--- src/rtl/counter_ctrl_pkg.sv ---
// Shared types and constants for the counter front-end control stage.
package counter_ctrl_pkg;

   typedef enum logic {
      MODE_MANUAL = 1'b0,
      MODE_AUTO   = 1'b1
   } mode_e;

   localparam int unsigned SYNC_STAGES       = 2;
   localparam int unsigned REPEAT_HOLD_TICKS = 8;

endpackage

--- src/rtl/btn_debounce.sv ---
// Button conditioner: synchroniser, stability counter and press-edge pulse.
module btn_debounce
   import counter_ctrl_pkg::*;
#(
   parameter int unsigned DEBOUNCE_CYCLES = 1000000
)
(
   input  logic clk,
   input  logic rst,
   input  logic btn_raw,
   output logic btn_db,
   output logic press_pulse
);

   localparam int unsigned   CW      = $clog2(DEBOUNCE_CYCLES);
   localparam logic [CW-1:0] CNT_MAX = CW'(DEBOUNCE_CYCLES - 1);

   logic [SYNC_STAGES-1:0] sync_q;
   logic [CW-1:0]          cnt_q;
   logic                   btn_sync;
   logic                   flip;

   assign btn_sync = sync_q[SYNC_STAGES-1];
   assign flip     = (btn_sync != btn_db) && (cnt_q == CNT_MAX);

   // press_pulse is raised on the same edge the debounced state rises
   always_ff @(posedge clk or posedge rst) begin
      if (rst) begin
         sync_q      <= '0;
         cnt_q       <= '0;
         btn_db      <= 1'b0;
         press_pulse <= 1'b0;
      end else begin
         sync_q      <= {sync_q[SYNC_STAGES-2:0], btn_raw};
         press_pulse <= flip & btn_sync;
         if (btn_sync == btn_db) begin
            cnt_q <= '0;
         end else if (flip) begin
            cnt_q  <= '0;
            btn_db <= btn_sync;
         end else begin
            cnt_q <= cnt_q + CW'(1);
         end
      end
   end

endmodule

--- src/rtl/counter_ctrl.sv ---
// Drives the loadable counter's ld/en/ld_val from buttons, with MANUAL/AUTO modes.
// Optional step auto-repeat in MANUAL mode: define COUNTER_CTRL_AUTOREPEAT_EN.
module counter_ctrl
   import counter_ctrl_pkg::*;
#(
   parameter int unsigned CNT_W           = 3,
   parameter int unsigned DEBOUNCE_CYCLES = 1000000,
   parameter int unsigned TICK_DIV        = 50000000
)
(
   input  logic             clk,
   input  logic             rst,
   input  logic             btn_load,
   input  logic             btn_step,
   input  logic             btn_mode,
   input  logic [CNT_W-1:0] sw_val,
   output logic             ld,
   output logic             en,
   output logic [CNT_W-1:0] ld_val,
   output logic             mode_auto
);

   localparam int unsigned   PW        = $clog2(TICK_DIV);
   localparam logic [PW-1:0] PRESC_MAX = PW'(TICK_DIV - 1);

   logic load_p, step_p, mode_p;
   logic load_db, step_db, mode_db;

   logic [CNT_W-1:0] sw_sync_q [SYNC_STAGES];

   mode_e            state_q, state_d;
   logic [PW-1:0]    presc_q, presc_d, presc_inc;
   logic             tick;
   logic             ld_d, en_d;
   logic [CNT_W-1:0] ld_val_d;

   btn_debounce #(.DEBOUNCE_CYCLES(DEBOUNCE_CYCLES)) u_db_load (
      .clk(clk), .rst(rst), .btn_raw(btn_load), .btn_db(load_db), .press_pulse(load_p)
   );
   btn_debounce #(.DEBOUNCE_CYCLES(DEBOUNCE_CYCLES)) u_db_step (
      .clk(clk), .rst(rst), .btn_raw(btn_step), .btn_db(step_db), .press_pulse(step_p)
   );
   btn_debounce #(.DEBOUNCE_CYCLES(DEBOUNCE_CYCLES)) u_db_mode (
      .clk(clk), .rst(rst), .btn_raw(btn_mode), .btn_db(mode_db), .press_pulse(mode_p)
   );

`ifdef COUNTER_CTRL_AUTOREPEAT_EN
   localparam int unsigned       HOLD_W   = $clog2(REPEAT_HOLD_TICKS);
   localparam logic [HOLD_W-1:0] HOLD_MAX = HOLD_W'(REPEAT_HOLD_TICKS - 1);

   logic              rep_arm_q, rep_arm_d;
   logic [HOLD_W-1:0] hold_q, hold_d;
   logic              unused_db;
   assign unused_db = ^{load_db, mode_db};
`else
   logic              unused_db;
   assign unused_db = ^{load_db, step_db, mode_db};
`endif

   assign tick      = (presc_q == PRESC_MAX);
   assign presc_inc = tick ? '0 : presc_q + PW'(1);

   // Next-state and output decode; load wins over a same-cycle increment
   always_comb begin
      state_d  = state_q;
      presc_d  = '0;
      ld_d     = 1'b0;
      en_d     = 1'b0;
      ld_val_d = ld_val;
`ifdef COUNTER_CTRL_AUTOREPEAT_EN
      rep_arm_d = rep_arm_q;
      hold_d    = hold_q;
`endif

      if (mode_p) begin
         state_d = (state_q == MODE_AUTO) ? MODE_MANUAL : MODE_AUTO;
      end

      if (state_q == MODE_MANUAL) begin
         en_d = step_p;
      end else begin
         en_d = tick;
      end

      if ((state_q == MODE_AUTO) && (state_d == MODE_AUTO)) begin
         presc_d = presc_inc;
      end

`ifdef COUNTER_CTRL_AUTOREPEAT_EN
      // Repeat arms on a MANUAL step press and dies on release or mode change
      if ((state_q == MODE_MANUAL) && !mode_p) begin
         if (step_p) begin
            rep_arm_d = 1'b1;
            hold_d    = '0;
         end else if (!step_db) begin
            rep_arm_d = 1'b0;
            hold_d    = '0;
         end else if (rep_arm_q) begin
            presc_d = presc_inc;
            if (tick) begin
               if (hold_q == HOLD_MAX) begin
                  en_d = 1'b1;
               end else begin
                  hold_d = hold_q + HOLD_W'(1);
               end
            end
         end
      end else begin
         rep_arm_d = 1'b0;
         hold_d    = '0;
      end
`endif

      if (load_p) begin
         ld_d     = 1'b1;
         en_d     = 1'b0;
         ld_val_d = sw_sync_q[SYNC_STAGES-1];
         presc_d  = '0;
      end
   end

   always_ff @(posedge clk or posedge rst) begin
      if (rst) begin
         for (int i = 0; i < int'(SYNC_STAGES); i++) begin
            sw_sync_q[i] <= '0;
         end
         state_q   <= MODE_MANUAL;
         presc_q   <= '0;
         ld        <= 1'b0;
         en        <= 1'b0;
         ld_val    <= '0;
         mode_auto <= 1'b0;
`ifdef COUNTER_CTRL_AUTOREPEAT_EN
         rep_arm_q <= 1'b0;
         hold_q    <= '0;
`endif
      end else begin
         sw_sync_q[0] <= sw_val;
         for (int i = 1; i < int'(SYNC_STAGES); i++) begin
            sw_sync_q[i] <= sw_sync_q[i-1];
         end
         state_q   <= state_d;
         presc_q   <= presc_d;
         ld        <= ld_d;
         en        <= en_d;
         ld_val    <= ld_val_d;
         mode_auto <= (state_d == MODE_AUTO);
`ifdef COUNTER_CTRL_AUTOREPEAT_EN
         rep_arm_q <= rep_arm_d;
         hold_q    <= hold_d;
`endif
      end
   end

endmodule

--- config.mk ---
export PLATFORM = sky130hd
export DESIGN_NAME = counter_ctrl
export DESIGN_NICKNAME = d
export VERILOG_FILES = /design/src/rtl/counter_ctrl_pkg.sv /design/src/rtl/btn_debounce.sv /design/src/rtl/counter_ctrl.sv
export SDC_FILE = /design/constraint.sdc
export NUM_CORES = 1
export LEC_CHECK = 0
export ABC_CLOCK_PERIOD_IN_PS = 6950
export CORE_AREA = 2 2 134 136
export CTS_BUF_LIST = sky130_fd_sc_hd__clkbuf_16
export CTS_CLUSTER_SIZE = 20
export DETAILED_ROUTE_END_ITERATION = 10
export DIE_AREA = 0 0 136 138
export DONT_BUFFER_PORTS = 1
export GPL_TIMING_DRIVEN = 0
export PLACE_DENSITY = 0.5
export SLEW_MARGIN = 25
export SYNTH_ARGS = -nofsm -noshare
export SYNTH_HDL_FRONTEND = slang
export SYNTH_SLANG_ARGS = --single-unit
export TNS_END_PERCENT = 50
--- constraint.sdc ---
create_clock -name clk -period 6.95 [get_ports clk]
set_input_delay 0.695 -clock clk [delete_from_list [all_inputs] [get_ports clk]]
set_output_delay 0.695 -clock clk [all_outputs]
set_load 0.005 [all_outputs]
Word level (Yosys, flattened, before mapping)
Cells that the tools add are included.

Add/sub/neg operators: 4. Reductions and logical operators: 7. Eq/ne operators: 10. Bitwise operators: 6. Multiplexer cells: 14.

Operators by type and width (number): 2-to-1 mux 20 bit (6); 2-to-1 mux 26 bit (3); adder 20 x 1 -> 20 bit, second input constant (3); equality test 20 bit, second input constant (3); adder 26 x 1 -> 26 bit, second input constant (1); equality test 26 bit, second input constant (1); AND reduction 2 bit (3); 2-to-1 mux 1 bit (5); logical AND 1 bit (4); bitwise AND 1 bit (3); equality test 1 bit (3); inequality test 1 bit (3); NOT 1 bit (3).

Input port bits: 8. Logic and storage cells: 60. Flip-flop bits (word level): 110. Output and inout bits: 6.

Depth between registers and ports, before layout
Gate-level depths: netlist of run 1.

Word-level depth: 5. Mapped depth: 6.

Modules after synthesis
A second synthesis of run 1 with hierarchy kept.

Cells, all modules: 493. Area total of the unflattened synthesis: 5266.3 µm².

By module, submodules not included: btn_debounce (u_db_load ...) (seq. area each 600.6 µm², area each 1169.9 µm², cells each 110, times used 2); counter_ctrl (seq. area each 950.9 µm², area each 1750.4 µm², cells each 164, times used 1); btn_debounce (u_db_mode) (seq. area each 600.6 µm², area each 1176.1 µm², cells each 109, times used 1).

Least setup slack after synthesis of run 1
Ideal clock, no wire load.

Path kind: register to register. From: reg u_db_load.cnt_q[0]. To: reg u_db_load.cnt_q[18]. Setup slack: 4.957 ns. Arrival time: 1.920 ns. Cell stages (with the launch flop): 7. Library setup time: 0.073 ns. Path buffers: 1. Required time: 6.877 ns. Cell sequence: dfrtp_1 > ha_1 > nand2_1 > or4_1 > buf_2 > or4_4 > a21oi_2.

Longest elaborated chain between the ends: 4. Elaborated cells between the ends (all ways): 5. Classes of those cells: add/sub (1); eq/ne (1); mux (2); reduce/logical (1).

RTL lines: start, declared (line btn_debounce.sv:19) `logic [CW-1:0] cnt_q;`; start signal, assigned (line btn_debounce.sv:42) `cnt_q <= cnt_q + CW'(1);`; branches (longest 2 deep; another with adder 20 x 1 -> 20 bit); 2-to-1 mux 20 bit * (line btn_debounce.sv:38) `end else if (flip) begin`; 2-to-1 mux 20 bit * (line btn_debounce.sv:36) `if (btn_sync == btn_db) begin`.

Mark *: on every way between the ends. A chain may end at the register's enable or synchronous reset.

Worst setup path after layout of run 1
From: reg presc_q[12]. To: reg presc_q[2].

Longest elaborated chain between the ends: 4.

RTL lines: start, declared (line counter_ctrl.sv:32) `logic [PW-1:0] presc_q, presc_d, presc_inc;`; start signal, assigned (line counter_ctrl.sv:143) `presc_q <= presc_d;`; equality test 26 bit (line counter_ctrl.sv:60) `assign tick = (presc_q == PRESC_MAX);`; 2-to-1 mux 26 bit (line counter_ctrl.sv:61) `assign presc_inc = tick ? '0 : presc_q + PW'(1);`; 2-to-1 mux 26 bit (line counter_ctrl.sv:85) `if ((state_q == MODE_AUTO) && (state_d == MODE_AUTO)) begin`; 2-to-1 mux 26 bit (line counter_ctrl.sv:114) `if (load_p) begin`; via presc_d[2] (line counter_ctrl.sv:32).

The timed path passes the listed nets, and every way through them passes these cells.

==> results of run 1 <==
[critical path, stage by stage, from the launching register on]
cell and delay [ps]:
dfrtp_1 430, and4_1 200, clkbuf_1 250, nand4_1 180, o21ai_1 520, clkbuf_1 460
nor2_1 100
[cell families after synthesis]
group | after synthesis | synth area share (%)
and+or+nand+nor | 230 | 24.52
DFF | 110 | 53.68
AOI/OAI and AO/OA | 68 | 7.809
xor gates and xnor gates | 49 | 8.370
buffers and inverters | 40 | 3.075
muxes | 6 | 1.318
adders and majority gates | 5 | 1.220
[area by class of cell]
| cell class | count | share of cell area [%] |
|---|---|---|
| multi-input combinational | 358 | 38.59 |
| buffer | 19 | 1.372 |
| timing repair buffer | 1 | 0.4791 |
| clock inverter | 7 | 1.285 |
| inverter | 21 | 1.459 |
| sequential | 110 | 47.91 |
| clock buffer | 9 | 3.920 |
| tap | 229 | 4.987 |
[Yosys cell counts (2+ instances only)]
cell type	n	share of area [%]
o31ai_1	19	2.8
a21oi_1	31	3.0
or3_2	3	0.44
ha_1	5	1.2
xor2_1	23	3.9
nand2_1	29	2.1
dfrtp_1	110	54
or3_1	14	1.7
and3_1	4	0.49
nor3_1	11	1.1
nor4_1	13	1.6
or4_1	20	2.9
and4_1	7	1.2
nand2b_1	3	0.37
nand3_1	32	3.1
nand4_1	17	2.1
nand3_2	3	0.59
o21ai_0	14	1.4
mux2_2	6	1.3
nor2_1	58	4.2
clkbuf_1	13	0.95
and2_1	4	0.49
nor4b_1	3	0.51
inv_1	21	1.5
xnor2_1	26	4.4
or4b_2	2	0.39
buf_2	6	0.59
[registers in the layout, summed over array words and instances (netlist names), 2 cells and up]
| register | flops |
|---|---|
| ld_val | 3 |
| u_db_mode.sync_q | 2 |
| sw_sync_q | 6 |
| u_db_mode.cnt_q | 20 |
| u_db_load.sync_q | 2 |
| u_db_step.sync_q | 2 |
| u_db_step.cnt_q | 20 |
| presc_q | 26 |
| u_db_load.cnt_q | 20 |
[stage by stage]
stage	instance area [um^2]	power [mW]	util, %	cells	setup WS [ps]
floorplan	5127	0.6879	-	508	3353
finish	5746	1.204	32.77	754	4657
detailed placement	5446	0.6997	31.06	738	4669
global route	5746	1.258	32.77	754	4462
CTS	5746	1.230	32.77	754	4656
global placement	5414	0.6972	30.88	737	2012
[power by group through the flow]
| stage | registers [mW] | logic [mW] | clock network (mW) |
|---|---|---|---|
| after floorplan | 0.665 | 0.0234 | 0 |
| after global placement | 0.666 | 0.0310 | 0 |
| after detailed placement | 0.666 | 0.0333 | 0 |
| after CTS | 0.654 | 0.0334 | 0.543 |
| after global routing | 0.655 | 0.0373 | 0.566 |
| final | 0.654 | 0.0315 | 0.519 |
[per-layer routing]
metal / part of all wire (%) / up-vias
met3: 3.2 / 8
met1: 48 / 1804
li1: - / 1836
met2: 47 / 42
met5: 0 / -
met4: 1.2 / 0
[cell usage in the layout (no fill, tap or decap), drive strengths merged, types with 2 or more instances in the layout]
cell	synthesis	layout
o21ai	15	15
clkbuf	13	22
clkinv	0	2
nand4	17	17
mux2	6	6
and4	8	8
inv	21	22
xor2	23	23
clkinvlp	0	3
and2	4	4
nor3	11	11
or4	21	21
xnor2	26	26
or4b	2	2
nor4b	3	3
or3	17	17
dfrtp	110	110
a21oi	32	32
nor4	13	13
nor2	58	58
ha	5	5
nand3	35	35
o31ai	19	19
and3	5	5
nand2b	3	3
buf	6	7
nand2	29	29
[how the worst max path moves through the flow]
stage | slack [ps] | end | start
global route | 4460 | presc_q[23] | presc_q[12]
detailed placement | 4670 | presc_q[2] | presc_q[12]
CTS | 4660 | presc_q[2] | presc_q[12]
global placement | 2010 | u_db_load.cnt_q[5] | rst
finish | 4660 | presc_q[2] | presc_q[12]
floorplan | 3350 | en | rst
==> results.toml, run 1 <==
[timing]
clock.fmax_ghz = 0.4361
rsz0062_at_grt = "false"
finalSetupTns_ps = 0
maxSlewHeadroom_pct = 59.15
hold_slack_ps = 186.8
tightest_slew_ps = 608.7
setup-violations-final = 0
slew_violations = 0
period_minus_slack_ps = 2293
finalClockSkew_ps = 3.833
hold_viol_final = 0
fin_crit_sh_pct = 32.99

[final_layout]
antenna_cells = 0
seq_area_um2 = 2753
multiInputGateArea_um2 = 2217
fill_cells = 1848
nets = 533
area_growth_pct = 12.05
layout-drive-gt1-share_pct = 7.810

[global_routing]
grt_use_met2_pct = 17.72
grt_pass1_vias = 3658
globalRoute.totalOverflow = 0
grt_max_degree = 76
antenna_found_initial = 0
grt_pass1_wl_mm = 17.30
track_usage_pct = 11.27
met1_usage_pct = 14.81
grt_use_met3_pct = 3.594
grt.busiest_layer = "met2"

[place]
port_buffers = 0
dp_hpwl_mm = 6.848
gp_congestion = 0.7765

[routing]
drtPass1Iterations = 4
wl_per_cell_um = 13.04
via_per_inst = 4.894
ant_nets = 0
wl_mm = 9.831
first_iter_violations = 200
drc = 0
vias = 3690

[yosys]
synthCells = 508
synth_area_um2 = 5127
synthFlopType = "dfrtp_1"
syn_avg_cell_area_um2 = 10.09
async_flop_share_pct = 100.0
syn-num-nets = 521
ys_warn_count = 0
ys_types = 38
ys_ff_latch = 110
synth_enable_flop_cells = 0
synth-seq-area-share_pct = 53.68

[clock_tree]
insertion_delay_ps = 350
root_buffer = "clkbuf_16"
cts.path.max_buffers = 2
cts_tree = "done"
clkTransAtPathRegs_ps = 70
cts_max_level = 3
cts_resized = 0
cts_hold_buf = 0
cts_buffers = 9
clock_sinks = 110
cts_setup_buffers = 0

[worst_setup_path]
r2r_end = "presc_q[2]"
cp-end-kind = "flop"
r2r_slack_ps = 4660
crit_path_start_kind = "flop"
path_class = "reg -> reg"
reg2reg_from = "presc_q[12]"
rr_worst_depth = 6
required_ps = 7170
crit_fanout = 10
worstPathArrival_ps = 2520

[pwr]
swShare_pct = 22.30
p_int_mw = 0.9357
p_comb_share_pct = 2.6
pwr-share-seq_pct = 54.3
leakage_nw = 2.175
clkPwrFrac_pct = 43.1
vdd_drop_max_mv = 0.1143
p_switching_mw = 0.2686
p_per_area_nw_per_um2 = 209.6

[floorplan]
core_um2 = 17530
io-pin-count = 14
die_area_um2 = 18770
fp.dieH_um = 138
rows = 49
die_x_um = 136
start_util_pct = 29.24

[min_path]
hp-class = "in -> async"

[outcome]
status = "finished clean"

[flow_run]
cap_violations = 0
Note: power is estimated with default switching activity, not from simulation.
==> inputs of run 2 (changes only) <==
- ABC_CLOCK_PERIOD_IN_PS: 6950 -> 2110
- clock period: 6.95 -> 2.11 ns (I/O delays scaled with it)
==> run 2 against run 1 <==
Net effect: critical path depth did not move; clock power grew to 3.1 times the previous value; highest routed layer unchanged; clock skew is 3.7 ps higher; global-route usage barely moved; die area stayed put; fmax grew 12%; combinational power increased to 4.3 times the previous value.
==> results.toml, run 2 (synthesis gave the netlist of run 1 again) <==
[floorplan]
start_util_pct = 29.24
rows = 49
die_x_um = 136
fp.dieH_um = 138
die_area_um2 = 18770
io-pin-count = 14
core_um2 = 17530

[final_layout]
layout-drive-gt1-share_pct = 10.99
regMostFlops = "presc_q"
area_growth_pct = 15.32
nets = 545
largest_register_ffs = 26
final_util_pct = 33.72
antenna_cells = 0
mostFrequentLayoutCells = "dfrtp_1, nor2_1, nand3_1"
layout_commonest_cell = "dfrtp_1"

[routing]
drc = 0
ant_nets = 0
drtPass1Iterations = 4
via_per_inst = 4.923
first_iter_violations = 226
wl_mm = 10.00
vias = 3771
wl_per_cell_um = 13.06

[clock_tree]
cts_max_level = 3
cts_tree = "done"
clkTransAtPathRegs_ps = 70
cts.path.max_buffers = 2
cts_buffers = 9
root_buffer = "clkbuf_16"
insertion_delay_ps = 360
clock_sinks = 110

[global_routing]
globalRoute.totalOverflow = 0
antenna_found_initial = 0
grt_pass1_vias = 3631
grt_pass1_wl_mm = 17.11
track_usage_pct = 11.24
grt_max_degree = 32

[worst_setup_path]
worstPathArrival_ps = 2340
crit_fanout = 8
cp-end-kind = "flop"
crit_path_start_kind = "flop"
path_class = "reg -> reg"
required_ps = 2400

[pwr]
vdd_drop_max_mv = 0.3996
p_total_mw = 3.919
p_per_area_nw_per_um2 = 662.7
leakage_nw = 2.242

[place]
place_ws_ps = -171.0
gp_congestion = 0.7839
port_buffers = 0
dp_hpwl_mm = 7.017

[timing]
clock.fmax_ghz = 0.4887
slew_violations = 0
tightest_slew_ps = 664.2
setup-violations-final = 0
period_minus_slack_ps = 2046
fin_crit_sh_pct = 96.99
finalClockSkew_ps = 7.579
rsz0062_at_grt = "false"
fin_ws_ps = 63.59
maxSlewHeadroom_pct = 55.62
hold_viol_final = 0

[min_path]
hp-class = "reg -> reg"

[outcome]
status = "finished clean"

[flow_run]
cap_violations = 0
[run 2: changes by cell type in the layout (fill, tap and decap cells not counted), sizes merged]
cell / previous run / this run
bufinv: 1 / 0
clkinvlp: 3 / 2
dlygate4sd3: 0 / 7
inv: 22 / 23
clkinv: 2 / 3
buf: 7 / 11
clkbuf: 22 / 23
[run 2: routing by layer]
layer	vias to the layer above	global-route usage [%]	wire length [um]
li1	1860	-	-
met1	1868	14.61	4819
met2	32	17.69	4725
met3	11	2.347	247
met4	0	5.592	210
met5	-	0	0
[run 2: timing repair]
| item | 4_1_cts | 5_1_grt |
|---|---|---|
| hold endpoints to repair | 34 | 0 |
| hold buffers | 7 | 0 |
| buffers inserted | 1 | 3 |
| gates resized for setup | 4 | 16 |
| pin swaps | 0 | 2 |
| endpoints found under the setup margin | 21 | 43 |
[run 2: cell type report]
type                       instances  area (um^2)
inverter                          21        82.58
buffer                            18        88.84
timing repair buffer              14        160.2
multi-input combinational        358         2255
tap                              229        286.5
fill                            1820        11620
clock buffer                       9        225.2
sequential                       110         2759
clock inverter                     7        56.30
[run 2: path summary, 6_finish.rpt]
check | from | to | slack, ps | cells past startpoint
setup / recovery | u_db_load.cnt_q[1] | u_db_load.cnt_q[18] | 60 | 6
hold / removal | u_db_step.sync_q[0] | u_db_step.sync_q[1] | 350 | 0
setup reg to reg | u_db_load.cnt_q[1] | u_db_load.cnt_q[18] | 60 | 6
hold reg to reg | u_db_step.sync_q[0] | u_db_step.sync_q[1] | 350 | 0
max in group asynchronous | rst | u_db_load.cnt_q[11] | 700 | 5
min in group asynchronous | rst | u_db_step.sync_q[0] | 430 | 2
[run 2: worst max-delay path: stages, from the launching register on]
cell	delay [ps]
dfrtp_1	420
ha_4	170
nand2_1	100
or4_4	530
buf_6	150
or4_4	470
a21oi_2	150
[run 2: stage by stage]
stage          hold WS (ps)  cell area [um^2]  TNS, ps  std cells
2_1_floorplan         242.4              5131        0        508
3_3_place_gp          242.5              5418   -11710        737
3_5_place_dp          205.8              5478    -2820        740
4_1_cts               355.5              5854        0        764
5_1_grt               368.6              5913        0        766
6_report              352.1              5913        0        766
[run 2: where the power goes]
group | internal (mW) | total [mW] | leakage [nW] | switching [mW]
combinational | 0.0501 | 0.135 | 0.611 | 0.0847
clock | 0.818 | 1.63 | 0.137 | 0.812
sequential | 2.13 | 2.15 | 1.49 | 0.0217
total | 3.00 | 3.92 | 2.24 | 0.919
==> inputs of run 3 (changes only) <==
- CORE_AREA: 2 2 134 136 -> 2 2 102 178
- DIE_AREA: 0 0 136 138 -> 0 0 104 180
==> run 3 against run 2 <==
Net effect: utilization up 0.54 points; design area up 0.23%; sequential cell count unchanged; hold slack worse by 61 ps; wire length up 6.0%; critical endpoint unchanged; highest routed layer unchanged; sequential power about the same.
==> results.toml, run 3 (synthesis gave the netlist of run 1 again) <==
[clock_tree]
clock_sinks = 110
cts.path.max_buffers = 2
cts_buffers = 9
insertion_delay_ps = 350
root_buffer = "clkbuf_16"
cts_max_level = 3
cts_tree = "done"
clkTransAtPathRegs_ps = 80

[routing]
first_iter_violations = 99
ant_nets = 0
wl_per_cell_um = 13.81
drtPass1Iterations = 4
via_per_inst = 4.979
vias = 3824
wl_mm = 10.60
drc = 0

[timing]
hold_slack_ps = 291.4
slew_violations = 0
fin_ws_ps = 90.14
rsz0062_at_grt = "true"
setup-violations-final = 0
fin_crit_sh_pct = 95.73
finalSetupTns_ps = 0
clock.fmax_ghz = 0.4951
hold_viol_final = 0
tightest_slew_ps = 498.6
finalClockSkew_ps = 10.75
maxSlewHeadroom_pct = 66.29
period_minus_slack_ps = 2020

[worst_setup_path]
path_delay_family = "simple AND/OR/NAND/NOR gates"
cp_cell_sequence = "ha_4 > nand2_1 > or4_1 > buf_2 > or4_4 > a21oi_2"
slowest_delay_ps = 490
slowest_stage = "or4_1"
crit_path_start_kind = "flop"
path_class = "reg -> reg"
crit_fanout = 8
worstPathArrival_ps = 2300
crit_buf_inv = 1
cp-end-kind = "flop"
required_ps = 2390

[pwr]
vdd_drop_max_mv = 0.3579
leakage_nw = 2.253
p_per_area_nw_per_um2 = 662.1
p_total_mw = 3.924

[floorplan]
rows = 64
start_util_pct = 29.64
io-pin-count = 14
die_area_um2 = 18720
fp.dieH_um = 180
core_um2 = 17300
die_x_um = 104

[final_layout]
regMostFlops = "presc_q"
area_growth_pct = 15.59
layout_commonest_cell = "dfrtp_1"
largest_register_ffs = 26
mostFrequentLayoutCells = "dfrtp_1, nor2_1, nand3_1"
antenna_cells = 0
nets = 545
layout-drive-gt1-share_pct = 10.61
fill_cells = 1789

[outcome]
status = "finished clean"

[global_routing]
track_usage_pct = 12.11
globalRoute.totalOverflow = 0
grt_pass1_wl_mm = 18.77
grt_max_degree = 32
antenna_found_initial = 0
grt_pass1_vias = 3965

[place]
gp_congestion = 0.7561
dp_hpwl_mm = 7.767
place_ws_ps = -157.0
port_buffers = 0

[flow_run]
cap_violations = 0

[min_path]
hp-class = "in -> async"
[run 3: path summary, 6_finish.rpt]
check                                   start                  end  slack [ps]  depth (start not counted)
setup / recovery           u_db_load.cnt_q[0]  u_db_load.cnt_q[18]          90                          6
hold reg to reg                  sw_sync_q[3]         sw_sync_q[0]         350                          0
hold / removal                            rst   u_db_step.cnt_q[0]         290                          2
min in group clk                 sw_sync_q[3]         sw_sync_q[0]         350                          0
setup reg to reg           u_db_load.cnt_q[0]  u_db_load.cnt_q[18]          90                          6
max in group asynchronous                 rst           presc_q[7]         910                          5
[run 3: cell type report]
cell class	count	area, um^2	share of cell area (%)
clock buffer	9	225.2	3.800
timing repair buffer	14	180.2	3.040
inverter	21	82.58	1.393
sequential	110	2756	46.51
clock inverter	7	58.81	0.9922
tap	231	289.0	4.877
buffer	18	86.33	1.457
multi-input combinational	358	2248	37.94
[run 3: layer usage]
layer / global-route usage, % / vias up / routed length, um
li1: - / 1860 / -
met4: 5.568 / 0 / 225
met5: 0 / - / 0
met3: 1.885 / 19 / 205
met2: 22.42 / 47 / 5820
met1: 13.43 / 1898 / 4350
[run 3: report_power, final]
group | total, mW | switching [mW] | internal, mW
clock network | 1.63 | 0.813 | 0.819
registers | 2.15 | 0.0200 | 2.13
logic | 0.140 | 0.0863 | 0.0539
total | 3.92 | 0.919 | 3.00
[run 3: through the flow]
| step | util (%) | instances | cell area [um^2] |
|---|---|---|---|
| after global placement | 31.34 | 739 | 5420 |
| after global routing | 34.27 | 768 | 5927 |
| after floorplan | - | 508 | 5131 |
| after detailed placement | 31.84 | 743 | 5508 |
| after CTS | 33.98 | 767 | 5878 |
| final | 34.27 | 768 | 5927 |
[run 3: timing repair]
item	CTS	global route
cloned	0	0
pin swaps	0	1
gates resized for setup	4	14
buffers inserted	1	2
endpoints found under the setup margin	21	51
hold endpoints to repair	44	0
hold buffers	7	0
